## src/rtl/synth_op_fifo.sv

```systemverilog
// Operator-1 tone generator with an output sample FIFO drained to the DAC at a fixed tick.
// Optional build macro SYNTH_OP_AMP_EN enables the amplitude multiplier (sample = w when undefined).
module synth_op_fifo #(
    parameter int DEPTH = 16,
    parameter int DIV   = 256
) (
    input  logic       clk,
    input  logic       reset,
    input  logic [7:0] synth_ctrl,
    input  logic [7:0] synth_data,
    input  logic       err_clr,
    output logic       fifo_full,
    output logic [7:0] dac_data,
    output logic       dac_strobe,
    output logic       overflow,
    output logic       underrun
);

    localparam int          AW       = $clog2(DEPTH);
    localparam logic [AW:0] FULL_CNT = (AW + 1)'(DEPTH);
    localparam logic [AW:0] CNT_ONE  = (AW + 1)'(1);
    localparam logic [AW-1:0] PTR_ONE = AW'(1);
    localparam logic [15:0] DIV_LAST = 16'(DIV - 1);

    localparam logic [7:0] CMD_STEP        = 8'h01;
    localparam logic [7:0] CMD_PUSH        = 8'h81;
    localparam logic [7:0] CMD_LOAD_INC_LO = 8'h41;
    localparam logic [7:0] CMD_LOAD_INC_HI = 8'h51;
    localparam logic [7:0] CMD_LOAD_AMP    = 8'h11;
    localparam logic [7:0] CMD_LOAD_WAVE   = 8'h20;

    logic [15:0]   r_phase;
    logic [15:0]   r_inc;
    logic [7:0]    r_amp;
    logic [1:0]    r_wave;
    logic [7:0]    r_sample;
    logic [7:0]    r_mem [DEPTH];
    logic [AW-1:0] r_wr_ptr;
    logic [AW-1:0] r_rd_ptr;
    logic [AW:0]   r_count;
    logic [15:0]   r_div;
    logic [7:0]    r_dac_data;
    logic          r_dac_strobe;
    logic          r_overflow;
    logic          r_underrun;

    logic        w_step, w_push, w_ld_inc_lo, w_ld_inc_hi, w_ld_amp, w_ld_wave;
    logic [15:0] w_phase_next;
    logic [7:0]  w_wave;
    logic [7:0]  w_sample_next;
    logic        w_tick, w_empty, w_full;
    logic        w_do_push, w_do_pop;

    function automatic logic [7:0] wave_fn(input logic [15:0] ph, input logic [1:0] wv);
        logic [7:0] v;
        case (wv)
            2'd0:    v = ph[15:8];
            2'd1:    v = ph[15] ? 8'hFF : 8'h00;
            2'd2:    v = ph[15] ? ~{ph[14:8], 1'b0} : {ph[14:8], 1'b0};
            default: v = 8'h00;
        endcase
        return v;
    endfunction

    // Command decode: exact 8-bit match, one strobe per cycle
    always_comb begin
        w_step      = 1'b0;
        w_push      = 1'b0;
        w_ld_inc_lo = 1'b0;
        w_ld_inc_hi = 1'b0;
        w_ld_amp    = 1'b0;
        w_ld_wave   = 1'b0;
        case (synth_ctrl)
            CMD_STEP:        w_step      = 1'b1;
            CMD_PUSH:        w_push      = 1'b1;
            CMD_LOAD_INC_LO: w_ld_inc_lo = 1'b1;
            CMD_LOAD_INC_HI: w_ld_inc_hi = 1'b1;
            CMD_LOAD_AMP:    w_ld_amp    = 1'b1;
            CMD_LOAD_WAVE:   w_ld_wave   = 1'b1;
            default:         w_step      = 1'b0;
        endcase
    end

    // Sample is derived from the post-step phase so it lands on the same edge as the step
    assign w_phase_next = r_phase + r_inc;
    assign w_wave       = wave_fn(w_phase_next, r_wave);

`ifdef SYNTH_OP_AMP_EN
    logic [15:0] w_prod;
    assign w_prod        = w_wave * r_amp;
    assign w_sample_next = w_prod[15:8];
`else
    logic w_amp_unused;
    assign w_amp_unused  = ^r_amp;
    assign w_sample_next = w_wave;
`endif

    assign w_tick    = (r_div == DIV_LAST);
    assign w_empty   = (r_count == '0);
    assign w_full    = (r_count == FULL_CNT);
    assign w_do_push = w_push & ~w_full;
    assign w_do_pop  = w_tick & ~w_empty;
    assign fifo_full = w_full;

    // Operator registers
    always_ff @(posedge clk or posedge reset) begin
        if (reset) begin
            r_phase  <= 16'h0000;
            r_inc    <= 16'h0000;
            r_amp    <= 8'hFF;
            r_wave   <= 2'd0;
            r_sample <= 8'h00;
        end else begin
            if (w_step) begin
                r_phase  <= w_phase_next;
                r_sample <= w_sample_next;
            end
            if (w_ld_inc_lo) r_inc[7:0]  <= synth_data;
            if (w_ld_inc_hi) r_inc[15:8] <= synth_data;
            if (w_ld_amp)    r_amp       <= synth_data;
            if (w_ld_wave)   r_wave      <= synth_data[1:0];
        end
    end

    // FIFO storage, pointers and occupancy
    always_ff @(posedge clk or posedge reset) begin
        if (reset) begin
            for (int i = 0; i < DEPTH; i++) r_mem[i] <= 8'h00;
            r_wr_ptr <= '0;
            r_rd_ptr <= '0;
            r_count  <= '0;
        end else begin
            if (w_do_push) begin
                r_mem[r_wr_ptr] <= r_sample;
                r_wr_ptr        <= r_wr_ptr + PTR_ONE;
            end
            if (w_do_pop) r_rd_ptr <= r_rd_ptr + PTR_ONE;
            case ({w_do_push, w_do_pop})
                2'b10:   r_count <= r_count + CNT_ONE;
                2'b01:   r_count <= r_count - CNT_ONE;
                default: r_count <= r_count;
            endcase
        end
    end

    // Sample-rate divider and DAC output
    always_ff @(posedge clk or posedge reset) begin
        if (reset) begin
            r_div        <= 16'h0000;
            r_dac_data   <= 8'h00;
            r_dac_strobe <= 1'b0;
        end else begin
            r_div        <= w_tick ? 16'h0000 : r_div + 16'h0001;
            r_dac_strobe <= w_tick;
            if (w_do_pop) r_dac_data <= r_mem[r_rd_ptr];
        end
    end

    // Sticky error flags; a set event beats a same-cycle clear
    always_ff @(posedge clk or posedge reset) begin
        if (reset) begin
            r_overflow <= 1'b0;
            r_underrun <= 1'b0;
        end else begin
            if (w_push & w_full)    r_overflow <= 1'b1;
            else if (err_clr)       r_overflow <= 1'b0;
            if (w_tick & w_empty)   r_underrun <= 1'b1;
            else if (err_clr)       r_underrun <= 1'b0;
        end
    end

    assign dac_data   = r_dac_data;
    assign dac_strobe = r_dac_strobe;
    assign overflow   = r_overflow;
    assign underrun   = r_underrun;

endmodule

```

## config.mk

```make
export PLATFORM = sky130hd
export DESIGN_NAME = synth_op_fifo
export DESIGN_NICKNAME = d
export VERILOG_FILES = /design/src/rtl/synth_op_fifo.sv
export SDC_FILE = /design/constraint.sdc
export NUM_CORES = 1
export LEC_CHECK = 0
export CAP_MARGIN = 30
export CORE_MARGIN = 2
export CORE_UTILIZATION = 62
export DETAILED_ROUTE_END_ITERATION = 6
export PLACE_DENSITY = 0.9
export SYNTH_ARGS = -nofsm -noshare
export SYNTH_HDL_FRONTEND = slang
export SYNTH_SLANG_ARGS = --single-unit
```

## constraint.sdc

```tcl
create_clock -name clk -period 8.6 [get_ports clk]
set_input_delay 0.86 -clock clk [delete_from_list [all_inputs] [get_ports clk]]
set_output_delay 0.86 -clock clk [all_outputs]
set_load 0.02 [all_outputs]
```

==> results of run 1 <==
cells in the mapped netlist, drive strengths merged, types with 16 or more instances:
library cell	number
a21oi	18
clkbuf	21
dfrtp	210
ha	25
mux2	154
mux4	40
nand2	72
nand3	16
nor2	27
o21ai	25
xnor2	24
xor2	19
placed cells by master, fill, tap and decap left out, types with 6 or more instances in the layout:
cell             instances
mux2_1                  41
nor2_1                  25
mux2_2                 113
and2_1                   6
dfrtp_1                209
clkbuf_8                 8
nand2_2                 13
nand2_1                 59
o21ai_0                 19
inv_1                   12
nand3_1                 12
nand4_1                  6
xor2_1                  18
xnor2_1                 24
clkbuf_16               22
a21oi_1                 16
clkdlybuf4s50_1         30
mux4_2                  40
ha_1                    25
flip-flops by register name (all words and copies together), names as in the netlist:
register	flops
r_mem	128
r_div	16
r_inc	16
r_phase	16
dac_data	8
r_sample	8
r_count	5
r_rd_ptr	4
r_wr_ptr	4
r_wave	2
dac_strobe	1
overflow	1
underrun	1
cells by family after synthesis:
| group | synth area share [%] |
|---|---|
| AO/OA/AOI/OAI | 5.115 |
| XOR/XNOR | 3.885 |
| adder cells (fa/ha/maj) | 3.467 |
| buffers and inverters | 1.955 |
| flip-flops | 51.64 |
| multiplexers | 26.09 |
| AND/OR/NAND/NOR | 7.856 |
worst register-to-register path: cells and delay by family (launching register included):
family / cells / cell delay (ps)
AOI/OAI and AO/OA: 3 / 340
DFF: 1 / 410
xor gates and xnor gates: 2 / 300
adders and majority gates: 3 / 1030
and+or+nand+nor: 5 / 930
buffers and inverters: 3 / 680
power by group through the flow:
stage                     Clock, W  Sequential [W]  Combinational, W
after global placement           0         0.00105         0.0000941
after global routing       0.00101         0.00104          0.000116
after CTS                 0.000966         0.00104          0.000103
after floorplan                  0         0.00103         0.0000847
final                     0.000954         0.00104          0.000103
after detailed placement         0         0.00106          0.000101
metrics by stage:
stage	cells	setup slack, ps	util [%]
floorplan	750	2002	-
global placement	966	4986	66.67
detailed placement	967	4749	66.84
CTS	1007	4827	71.52
global route	1008	4454	71.69
finish	1008	4836	71.69
routing by layer:
| layer | wire length, um | GRT usage [%] | up-vias |
|---|---|---|---|
| met3 | 997 | 3.460 | 58 |
| met5 | 0 | 0 | - |
| met2 | 11060 | 43.81 | 189 |
| met1 | 8698 | 33.32 | 3232 |
| met4 | 584 | 9.300 | 0 |
| li1 | - | - | 2787 |
cell type report:
type,instances,area (um^2)
Clock buffer,33,671.9
Clock inverter,7,73.82
Fill cell,976,4513
Inverter,13,56.30
Multi-Input combinational cell,494,4723
Sequential cell,210,5256
Tap cell,216,270.3
Timing Repair Buffer,35,377.9
worst min-delay path by stage:
stage,cells after the start,endpoint,from
final,2,r_phase[5],r_phase[5]
after global placement,1,r_div[4],r_div[4]
after detailed placement,2,r_phase[13],r_phase[13]
after CTS,2,r_phase[13],r_phase[13]
after floorplan,1,r_div[4],r_div[4]
after global routing,1,r_mem[14],r_mem[14]
==> results.cfg, run 1 <==
[status]
outcome = completed

[pwr]
sw_frac_of_total_pct = 22.82
finalPower_w = 0.002095
ir_worst_vdd_v = 0.0001874
pwr-share-comb_pct = 4.9
p_leak_nw = 5.507
intPower_w = 0.001617
clkPwrFrac_pct = 45.5
switchingPower_w = 0.0004782
p_per_area_nw_per_um2 = 183.3
pwr-share-seq_pct = 49.6

[drt]
wl_per_cell_um = 21.17
vias = 6266
dr.pass1.iters = 5
drt_iter0_markers = 611
postRouteAntennaNets = 0
drt-vias-per-instance = 6.216
routed_wl_um = 21340
drc = 0

[die]
rows = 46
die_area_um2 = 17460
start_util_pct = 63.84
die_y_um = 132.1
core_um2 = 15940
top_level_ports = 31
chipWidth_um = 132.1

[layout]
drive_above_1_share_pct = 28.66
finalInstanceArea_um2 = 11430
fin_nets = 822
n_antenna_cell = 0
syn_to_final_growth_pct = 12.31

[placed_design]
dp_hpwl_um = 13940
place_area_um2 = 10660
gp_congestion = 0.9274
port_buffers = 30

[clock_tree]
cts_resized = 0
post_cts_buffers = 0
cts.clk_slew.worst_paths_ps = 60
cts.sinks = 210
root_buffer = clkbuf_16
numCtsBuffers = 22
h-tree-depth = 1
cts_hold_buf = 0
cts_tree = yes
clkLatencyLatePin_ps = 510
clockBufferDepth = 3

[setup_path]
crit_chain = ha_1 -> nand2_1 -> nor2_1 -> nand3_1 -> nor3_4 -> o21ai_1 -> inv_1 -> ha_1 -> inv_1 -> fa_1 -> inv_1 -> a21o_1 -> a21oi_1 -> xnor2_1 -> nor2_1 -> xor2_1
cp_slowest_cell = inv_1
path_buf_inv = 3
arrival_ps = 4200
endpoint = r_count[4]
cpPeakStageDelay_ps = 480
critPathKind = flip-flop to flip-flop
cp_common_cell = inv_1
startpoint_type = flip-flop
worst-path-max-fanout = 13
rr_endpoint = r_count[4]
cp-end-kind = flip-flop
cp.depth = 16
crit_start = r_div[0]
crit_family = adder cells
worstRegToRegCells = 16
r2r_slack_ps = 4840
r2r-start = r_div[0]
worstPathRequired_ps = 9030

[sta]
setup_tns_ps = 0
slew-limit-headroom_pct = 35.76
final-hold-violation-count = 0
slew_violations = 0
setup_viol = 0
fin_crit_ps = 3764
fmax_mhz = 265.7
rsz0062_at_grt = false
tightestPinTransition_ps = 961.2
hold_slack_ps = 486.6
fin_skew_ps = 24.65
post-route-period-util_pct = 43.76

[synth]
synth-seq-cells = 210
yosys.area.top_type_share_pct = 51.64
synth_area_leaders = dfrtp_1 52%, mux2_2 13%, mux4_2 8.9%
synth_warnings = 0
async_flop_share_pct = 100.0
netlist_area_um2 = 10180
synthFlopType = dfrtp_1
synth-edff-count = 0
yosysSeqAreaShare_pct = 51.64
yosysUniqueCellTypes = 62
synth_top_cell_by_area = dfrtp_1
syn-instance-count = 750
syn_nets = 796
syn_area_per_cell_um2 = 13.57

[hold_path]
hold_class = flip-flop to flip-flop

[global_routing]
grt-ovfl-total = 0
grt_pass1_wl_um = 35360
grt_max_degree = 141
grt_pass1_vias = 6684
track_usage_pct = 25.43
antenna_found_initial = 0

[job]
maxCapViolCount = 0
Power figures use the tool's default switching activity.
==> inputs of run 2 (changes only) <==
Clock period 8.6 ns to 3.9 ns, I/O delays scaled along.
==> results.cfg, run 2 (synthesis gave the netlist of run 1 again) <==
[status]
outcome = completed

[die]
top_level_ports = 31
core_um2 = 15940
die_y_um = 132.1
die_area_um2 = 17460
start_util_pct = 63.84
rows = 46
chipWidth_um = 132.1

[layout]
largest_reg_flops = 128
drive_above_1_share_pct = 28.43
fin_nets = 823
largest-register = r_mem
n_antenna_cell = 0
instances_no_fill = 1004
syn_to_final_growth_pct = 11.84
final_common_cell = dfrtp_1
layout_common_cells = 209 x dfrtp_1, 113 x mux2_2, 59 x nand2_1

[drt]
vias = 6237
drt_iter0_markers = 434
drt-vias-per-instance = 6.212
postRouteAntennaNets = 0
wl_per_cell_um = 20.85
routed_wl_um = 20940
drc = 0
dr.pass1.iters = 5

[global_routing]
grt_pass1_wl_um = 34970
track_usage_pct = 25.11
grt_pass1_vias = 6789
grt_max_degree = 95
grt-ovfl-total = 0
antenna_found_initial = 0

[setup_path]
worstRegToRegCells = 16
crit_chain = ha_1 -> nand2_1 -> nor2_1 -> nand3_1 -> nor3_4 -> o21ai_1 -> inv_1 -> ha_1 -> inv_1 -> fa_1 -> inv_1 -> a21o_1 -> a21oi_1 -> xnor2_1 -> nor2_1 -> xor2_1
crit_family = simple AND/OR/NAND/NOR gates
path_buf_inv = 3
cp-end-kind = flip-flop
worstPathRequired_ps = 4330
startpoint_type = flip-flop
critPathKind = flip-flop to flip-flop
arrival_ps = 3740
cp.depth = 16
cpPeakStageDelay_ps = 410
worst-path-max-fanout = 8
cp_common_cell = inv_1
cp_slowest_cell = dfrtp_1

[hold_path]
hold_class = input pin to async pin

[clock_tree]
cts.sinks = 210
h-tree-depth = 1
clockBufferDepth = 3
root_buffer = clkbuf_16
clkLatencyLatePin_ps = 510
numCtsBuffers = 22
cts_hold_buf = 0
cts_resized = 0
post_cts_buffers = 0
cts.clk_slew.worst_paths_ps = 60
cts_tree = yes

[sta]
setup_tns_ps = 0
slew-limit-headroom_pct = 34.05
fin_crit_ps = 3308
slew_violations = 0
tightestPinTransition_ps = 986.9
hold_slack_ps = 367.1
fmax_mhz = 302.3
rsz0062_at_grt = false
setup_viol = 0
fin_skew_ps = 18.33
final-hold-violation-count = 0
post-route-period-util_pct = 84.82

[pwr]
switchingPower_w = 0.001027
p_leak_nw = 5.482
clkPwrFrac_pct = 44.1
p_per_area_nw_per_um2 = 395.0
intPower_w = 0.003469
ir_worst_vdd_v = 0.0003740
pwr-share-comb_pct = 5.0
sw_frac_of_total_pct = 22.84
pwr-share-seq_pct = 50.9

[placed_design]
port_buffers = 30
gp_congestion = 0.9393
place_inst = 968
dp_hpwl_um = 13940

[job]
maxCapViolCount = 0
==> run 2: power by group through the flow <==
stage	sequential [W]	combinational, W	clock (W)
global route	0.00230	0.000257	0.00210
finish	0.00229	0.000226	0.00198
CTS	0.00229	0.000228	0.00201
global placement	0.00232	0.000212	0
detailed placement	0.00232	0.000225	0
floorplan	0.00228	0.000187	0
==> run 2: through the flow <==
step	util (%)	area (um^2)	total power (W)	setup WS [ps]
after global routing	71.39	11380	0.004655	345.3
after global placement	66.90	10670	0.002529	757.7
after floorplan	-	10180	0.002469	781.8
after CTS	71.22	11350	0.004527	615.9
after detailed placement	66.90	10670	0.002549	547.5
final	71.39	11380	0.004496	591.9
==> run 2: worst register-to-register path: stages, from the launching register on <==
cell and delay [ps]:
dfrtp_1 410, ha_1 240, nand2_1 80, nor2_1 200, nand3_1 190, nor3_4 370
o21ai_1 140, inv_1 100, ha_1 240, inv_1 110, fa_1 410, inv_1 80
a21o_1 140, a21oi_1 80, xnor2_1 130, nor2_1 130, xor2_1 170
==> run 2: per-layer routing <==
layer	part of all wire [%]	global-route usage (%)	routed length (um)
met5	0	0	0
met4	2.6	8.333	542
met3	4.9	3.729	1034
met2	51	43.52	10680
met1	41	32.82	8678
==> run 2: layout make-up <==
| cell class | instances | area (um^2) |
|---|---|---|
| flip-flops and latches | 210 | 5256 |
| repair buffers | 36 | 390.4 |
| inverters | 13 | 52.55 |
| well taps | 216 | 270.3 |
| fillers | 978 | 4561 |
| clock inverters | 4 | 35.03 |
| multi-input cells | 494 | 4723 |
| clock buffers | 31 | 654.4 |
==> run 2: final timing paths <==
kind,startpoint,end,slack (ps)
min in group clk,r_mem[9],r_mem[9],480
max in group asynchronous,reset,r_mem[1],2610
max,r_div[0],r_count[4],590
max reg2reg,r_div[0],r_count[4],590
min reg2reg,r_mem[9],r_mem[9],480
min,reset,r_mem[110],370
